## src/rtl/du_pkg.sv

```systemverilog
// Decode-to-execute way0 register types: packet layout, occupancy states, field widths.
// Field widths here fix the packet layout; the top-level parameters must agree with them.
package du_pkg;

    localparam int DU_XLEN     = 64;
    localparam int DU_PC_W     = 32;
    localparam int DU_PID_W    = 2;
    localparam int DU_RD_W     = 5;
    localparam int DU_OPCODE_W = 7;
    localparam int DU_FUNCT3_W = 3;
    localparam int DU_FUNCT7_W = 7;
    localparam int DU_SHAMT_W  = 6;

    typedef struct packed {
        logic [DU_RD_W-1:0]     rd_addr;
        logic                   rd_we;
        logic [DU_PC_W-1:0]     inst_addr;
        logic [DU_XLEN-1:0]     rs1_data;
        logic [DU_XLEN-1:0]     rs2_data;
        logic [DU_XLEN-1:0]     imm;
        logic [DU_OPCODE_W-1:0] op_code;
        logic [DU_FUNCT3_W-1:0] funct3;
        logic [DU_FUNCT7_W-1:0] funct7;
        logic [DU_SHAMT_W-1:0]  shamt;
        logic [DU_PID_W-1:0]    pid;
    } du_payload_t;

    localparam int DU_PAYLOAD_W = $bits(du_payload_t);

    // Encoding doubles as the held-packet count.
    typedef enum logic [1:0] {
        EMPTY = 2'd0,
        ONE   = 2'd1,
        FULL  = 2'd2
    } du_state_e;

endpackage

```

## src/rtl/du_slot.sv

```systemverilog
// Load-enabled payload register; one-cycle latency, no flow control of its own.
module du_slot #(
    parameter int W = 1
) (
    input  logic         clk,
    input  logic         rst_n,
    input  logic         i_ld,
    input  logic [W-1:0] i_d,
    output logic [W-1:0] o_q
);

    logic [W-1:0] r_q;

    always_ff @(posedge clk or negedge rst_n) begin
        if (!rst_n) begin
            r_q <= '0;
        end else if (i_ld) begin
            r_q <= i_d;
        end
    end

    assign o_q = r_q;

endmodule

```

## src/rtl/du_register_way0.sv

```systemverilog
// 2-entry in-order skid buffer between decode and execute; 1-cycle latency when empty.
// valid_o/ready_o come from registered state only, so the skid slot absorbs a late stall.
module du_register_way0
    import du_pkg::*;
#(
    parameter int XLEN  = 64,
    parameter int PC_W  = 32,
    parameter int PID_W = 2
) (
    input  logic        clk,
    input  logic        rst_n,
    input  logic        flush_i,
    input  logic        valid_i,
    output logic        ready_o,
    input  du_payload_t du_pkt_i,
    output logic        valid_o,
    input  logic        ready_i,
    output du_payload_t du_pkt_o,
    output logic [1:0]  occupancy_o
);

    if (XLEN != DU_XLEN || PC_W != DU_PC_W || PID_W != DU_PID_W) begin : g_width_mismatch
        $error("du_register_way0 parameters disagree with du_pkg field widths");
    end

    du_state_e   r_state;
    du_state_e   w_state_nxt;
    logic        w_push;
    logic        w_pop;
    logic        w_main_ld;
    logic        w_skid_ld;
    du_payload_t w_main_d;
    du_payload_t w_main_q;
    du_payload_t w_skid_q;

    assign valid_o     = (r_state != EMPTY);
    assign ready_o     = (r_state != FULL);
    assign occupancy_o = r_state;
    assign w_push      = valid_i && ready_o;
    assign w_pop       = valid_o && ready_i;

    always_comb begin
        w_state_nxt = r_state;
        w_main_ld   = 1'b0;
        w_skid_ld   = 1'b0;
        w_main_d    = du_pkt_i;
        case (r_state)
            EMPTY: begin
                if (w_push) begin
                    w_main_ld   = 1'b1;
                    w_state_nxt = ONE;
                end
            end
            ONE: begin
                if (w_push && w_pop) begin
                    w_main_ld = 1'b1;
                end else if (w_push) begin
                    w_skid_ld   = 1'b1;
                    w_state_nxt = FULL;
                end else if (w_pop) begin
                    w_state_nxt = EMPTY;
                end
            end
            FULL: begin
                // ready_o is low here, so only the skid-to-main advance can occur.
                if (w_pop) begin
                    w_main_ld   = 1'b1;
                    w_main_d    = w_skid_q;
                    w_state_nxt = ONE;
                end
            end
            default: begin
                w_state_nxt = EMPTY;
            end
        endcase
        // Flush wins over everything; stale payload is left behind, only state empties.
        if (flush_i) begin
            w_state_nxt = EMPTY;
            w_main_ld   = 1'b0;
            w_skid_ld   = 1'b0;
        end
    end

    always_ff @(posedge clk or negedge rst_n) begin
        if (!rst_n) begin
            r_state <= EMPTY;
        end else begin
            r_state <= w_state_nxt;
        end
    end

    du_slot #(.W(DU_PAYLOAD_W)) u_main (
        .clk   (clk),
        .rst_n (rst_n),
        .i_ld  (w_main_ld),
        .i_d   (w_main_d),
        .o_q   (w_main_q)
    );

    du_slot #(.W(DU_PAYLOAD_W)) u_skid (
        .clk   (clk),
        .rst_n (rst_n),
        .i_ld  (w_skid_ld),
        .i_d   (du_pkt_i),
        .o_q   (w_skid_q)
    );

    assign du_pkt_o = w_main_q;

endmodule

```

## config.mk

```make
export PLATFORM = sky130hd
export DESIGN_NAME = du_register_way0
export DESIGN_NICKNAME = d
export VERILOG_FILES = /design/src/rtl/du_pkg.sv /design/src/rtl/du_slot.sv /design/src/rtl/du_register_way0.sv
export SDC_FILE = /design/constraint.sdc
export NUM_CORES = 1
export LEC_CHECK = 0
export CAP_MARGIN = 15
export CORE_UTILIZATION = 50
export DETAILED_ROUTE_END_ITERATION = 10
export PLACE_DENSITY = 0.91
export REMOVE_ABC_BUFFERS = 1
export SYNTH_ARGS = -nofsm -noshare
export SYNTH_HDL_FRONTEND = slang
export SYNTH_SLANG_ARGS = --single-unit
```

## constraint.sdc

```tcl
create_clock -name clk -period 1.8 [get_ports clk]
set_input_delay 0.18 -clock clk [delete_from_list [all_inputs] [get_ports clk]]
set_output_delay 0.18 -clock clk [all_outputs]
set_load 0.05 [all_outputs]
```

==> qor.csv, run 1 <==
metric;value;unit
outcome;finished, violations left;
failing checks;negative setup slack;
Via density;5.387;
mux cell area share after synthesis;38.89;%
layout cells sized above 1;47.04;%
synth warn;0;
vias in the first global route;15810;
Tmin final;1938;ps
period utilization;107.7;%
R2R setup slack;-140;ps
total power;37.64;mW
CP max FO;24;
PortBufs;518;
clk_lat worst skew;570;ps
Worst IR Drop VDD;1100;uV
gr usage total;25.86;%
power per cell area;1242;nW/um^2
PnR worst setup slack;-138.2;ps
CP startpoint kind;flip-flop;
residual DRC count;0;
Peak Freq;0.5159;GHz
synthesized cell area;22180;um^2
H-tree depth;2;
ANT nets after route;0;
RSZ-0062 raised after global routing;yes;
Max-slew headroom;61.15;%
Syn Area/Cell;16.12;um^2
root buffer cell;clkbuf_16;
CTS Buf Count;52;
Crit Path Class;flip-flop to flip-flop;
MaxCap Viol Count;0;
Detailed Place HPWL;40.71;mm
adder-cell share of the synthesized area;0;%
largest net degree at the start of global routing;69;
final wirelength;59.46;mm
register area share after synthesis;57.77;%
Iteration-0 DRC Markers;683;
Synth Area in Simple Gates;0.2482;%
Post-Layout Cell Count;2596;
drt pass-1 iters;4;
Starting Density;51.03;%
FF+latch area;12810;um^2
die area;45200;um^2
Max clock buf depth;3;
CTS Sinks;512;
Hold Crit Class;input pin to asynchronous set/reset pin;
GPL Wtd Cong;0.7846;
drt wl/cell;22.90;um
#FFs+latches synth;512;
DP Cell Count;2490;
Final Skew;7.073;ps
post-synthesis compound-gate area fraction;0.1241;%
Mapped Cells;1376;
Hold Vio Cnt, Final;0;
Layout Utilization;69.76;%
Max Slew Vio Count;0;
Worst EP arrival;2370;ps
row count;76;
Leak;13.60;nW
total core area;43460;um^2
CP endpoint kind;flip-flop;
multi-input gate area in the final layout;8798;um^2
Synth cell types;21;
Required @ worst endpoint;2230;ps
first-pass GRT wire length;89.53;mm
die width;212.6;um
DR vias;13990;
IO Count;519;
Final nets;2234;
Layout area overhead;36.69;%
fill count;2768;
grt total ovfl;0;
Setup-failing EPs final;239;
clock tree from TritonCTS;done;
clk slew on worst S/H paths;60;ps
post-synthesis xor/xnor area fraction;0;%
height of the die;212.6;um
slew at the pin with the worst max-slew slack;585.1;ps
pre-CTS setup slack;-343.6;ps
initial antenna violation count;5;
largest family of logic cells by synthesized area;multiplexers;
## area by class of cell
type | count | area share (%)
multi-input cells | 779 | 29.02
repair buffers | 628 | 20.78
inverters | 1 | 0.01238
diodes | 4 | 0.03302
clock inverters | 12 | 0.4581
clock buffers | 75 | 5.011
flip-flops and latches | 512 | 42.27
well taps | 585 | 2.415
## path summary, 6_finish.rpt
path	cells past startpoint	from	endpoint
setup / recovery	6	occupancy_o[1]	u_main.o_q[246]
hold / removal	2	rst_n	u_main.o_q[227]
setup reg to reg	6	occupancy_o[1]	u_main.o_q[246]
hold reg to reg	1	u_main.o_q[172]	u_main.o_q[172]
max in group asynchronous	4	rst_n	u_main.o_q[187]
min in group clk	2	du_pkt_i[28]	u_skid.o_q[28]
## cell usage after synthesis
cell type / number / area (um^2)
a21o_1: 1 / 7.510
buf_1: 1 / 3.750
buf_2: 28 / 140.1
buf_4: 25 / 187.7
buf_6: 28 / 315.3
clkbuf_1: 2 / 7.510
dfrtp_1: 512 / 12810
inv_1: 1 / 3.750
mux2_1: 53 / 596.8
mux2_2: 712 / 8018
mux2i_1: 1 / 10.01
nand2_2: 1 / 6.260
nand2b_1: 1 / 6.260
nand3_1: 1 / 5.000
nor2_1: 3 / 11.26
nor2b_1: 1 / 6.260
nor2b_4: 1 / 13.76
o21a_1: 1 / 7.510
o21ai_1: 1 / 5.000
o31ai_1: 1 / 7.510
or2_2: 1 / 6.260
## registers in the layout, summed over array words and instances (netlist names)
signal	flops
occupancy_o	2
u_main.o_q	255
u_skid.o_q	255
## routing by layer
layer | vias up | GRT usage, % | share of wire (%)
met2 | 439 | 45.59 | 52
li1 | 6163 | - | -
met5 | - | 0 | 0.022
met4 | 2 | 11.41 | 4.2
met3 | 138 | 7.415 | 7.0
met1 | 7243 | 28.95 | 37
## timing repair
| item | CTS | global route |
|---|---|---|
| setup buffers | 6 | 6 |
| hold buffers | 1 | 0 |
| endpoints found under the setup margin | 456 | 250 |
| gates resized for setup | 250 | 17 |
| pin swaps | 0 | 2 |
| hold endpoints to repair | 329 | 0 |
| gates cloned | 0 | 2 |
## logic make-up (layout without fill, tap and decap cells)
| group | Yosys count | count (layout) |
|---|---|---|
| buffers and inverters | 85 | 716 |
| other | 0 | 4 |
| AO/OA/AOI/OAI | 4 | 4 |
| AND/OR/NAND/NOR | 9 | 9 |
| multiplexers | 766 | 766 |
| flip-flops | 512 | 512 |
## per-stage QoR
step                hold slack, ps  instance area, um^2   TNS, ps
finish                       137.2                30310    -12720
global route                 153.1                30310    -24570
CTS                          107.6                30140     -3692
detailed placement           130.7                28580   -111100
global placement             115.4                28580    -88780
floorplan                   -115.6                21520  -3119790
## cells in the final DEF, fill, tap and decap left out
master,n
mux2_2,701
mux2i_1,1
nand2b_1,1
diode_2,4
clkinv_4,1
dfrtp_1,512
nor2b_2,1
or2_4,1
mux2_1,51
buf_8,6
clkdlybuf4s50_1,258
dlygate4sd3_1,1
buf_16,5
clkbuf_16,55
dlygate4sd2_1,222
nand3_4,1
clkinv_2,8
nor2_1,3
inv_1,1
clkbuf_1,11
o21ai_2,1
clkbuf_8,11
clkdlybuf4s15_2,1
mux2_4,13
bufinv_16,3
nor2b_4,1
o21a_1,1
a21o_4,1
buf_6,10
buf_4,88
nand2_8,1
buf_12,35
o31ai_1,1
## worst max-delay path: stages (launching register included)
cell and delay (ps):
dfrtp_1 410, nor2b_4 280, nand2_8 90, buf_12 170, buf_12 170, mux2_1 340
mux2_1 310
## where the power goes
group	internal (mW)	total (mW)	leakage (nW)	switching (mW)
Sequential	14.3	15.9	6.15	1.59
Combinational	4.39	11.1	6.63	6.69
Clock	6.23	10.6	0.823	4.39
No activity file was read; power rests on OpenSTA's default activity.
==> run 2: changes to the inputs <==
--- a/config.mk
+++ b/config.mk
@@ -8,6 +8,7 @@
 export CAP_MARGIN = 15
 export CORE_UTILIZATION = 50
 export DETAILED_ROUTE_END_ITERATION = 10
+export GPL_ROUTABILITY_DRIVEN = 0
 export PLACE_DENSITY = 0.91
 export REMOVE_ABC_BUFFERS = 1
 export SYNTH_ARGS = -nofsm -noshare
==> results of run 2 <==
Final layout, timing and power as in run 1 (identical DEF).
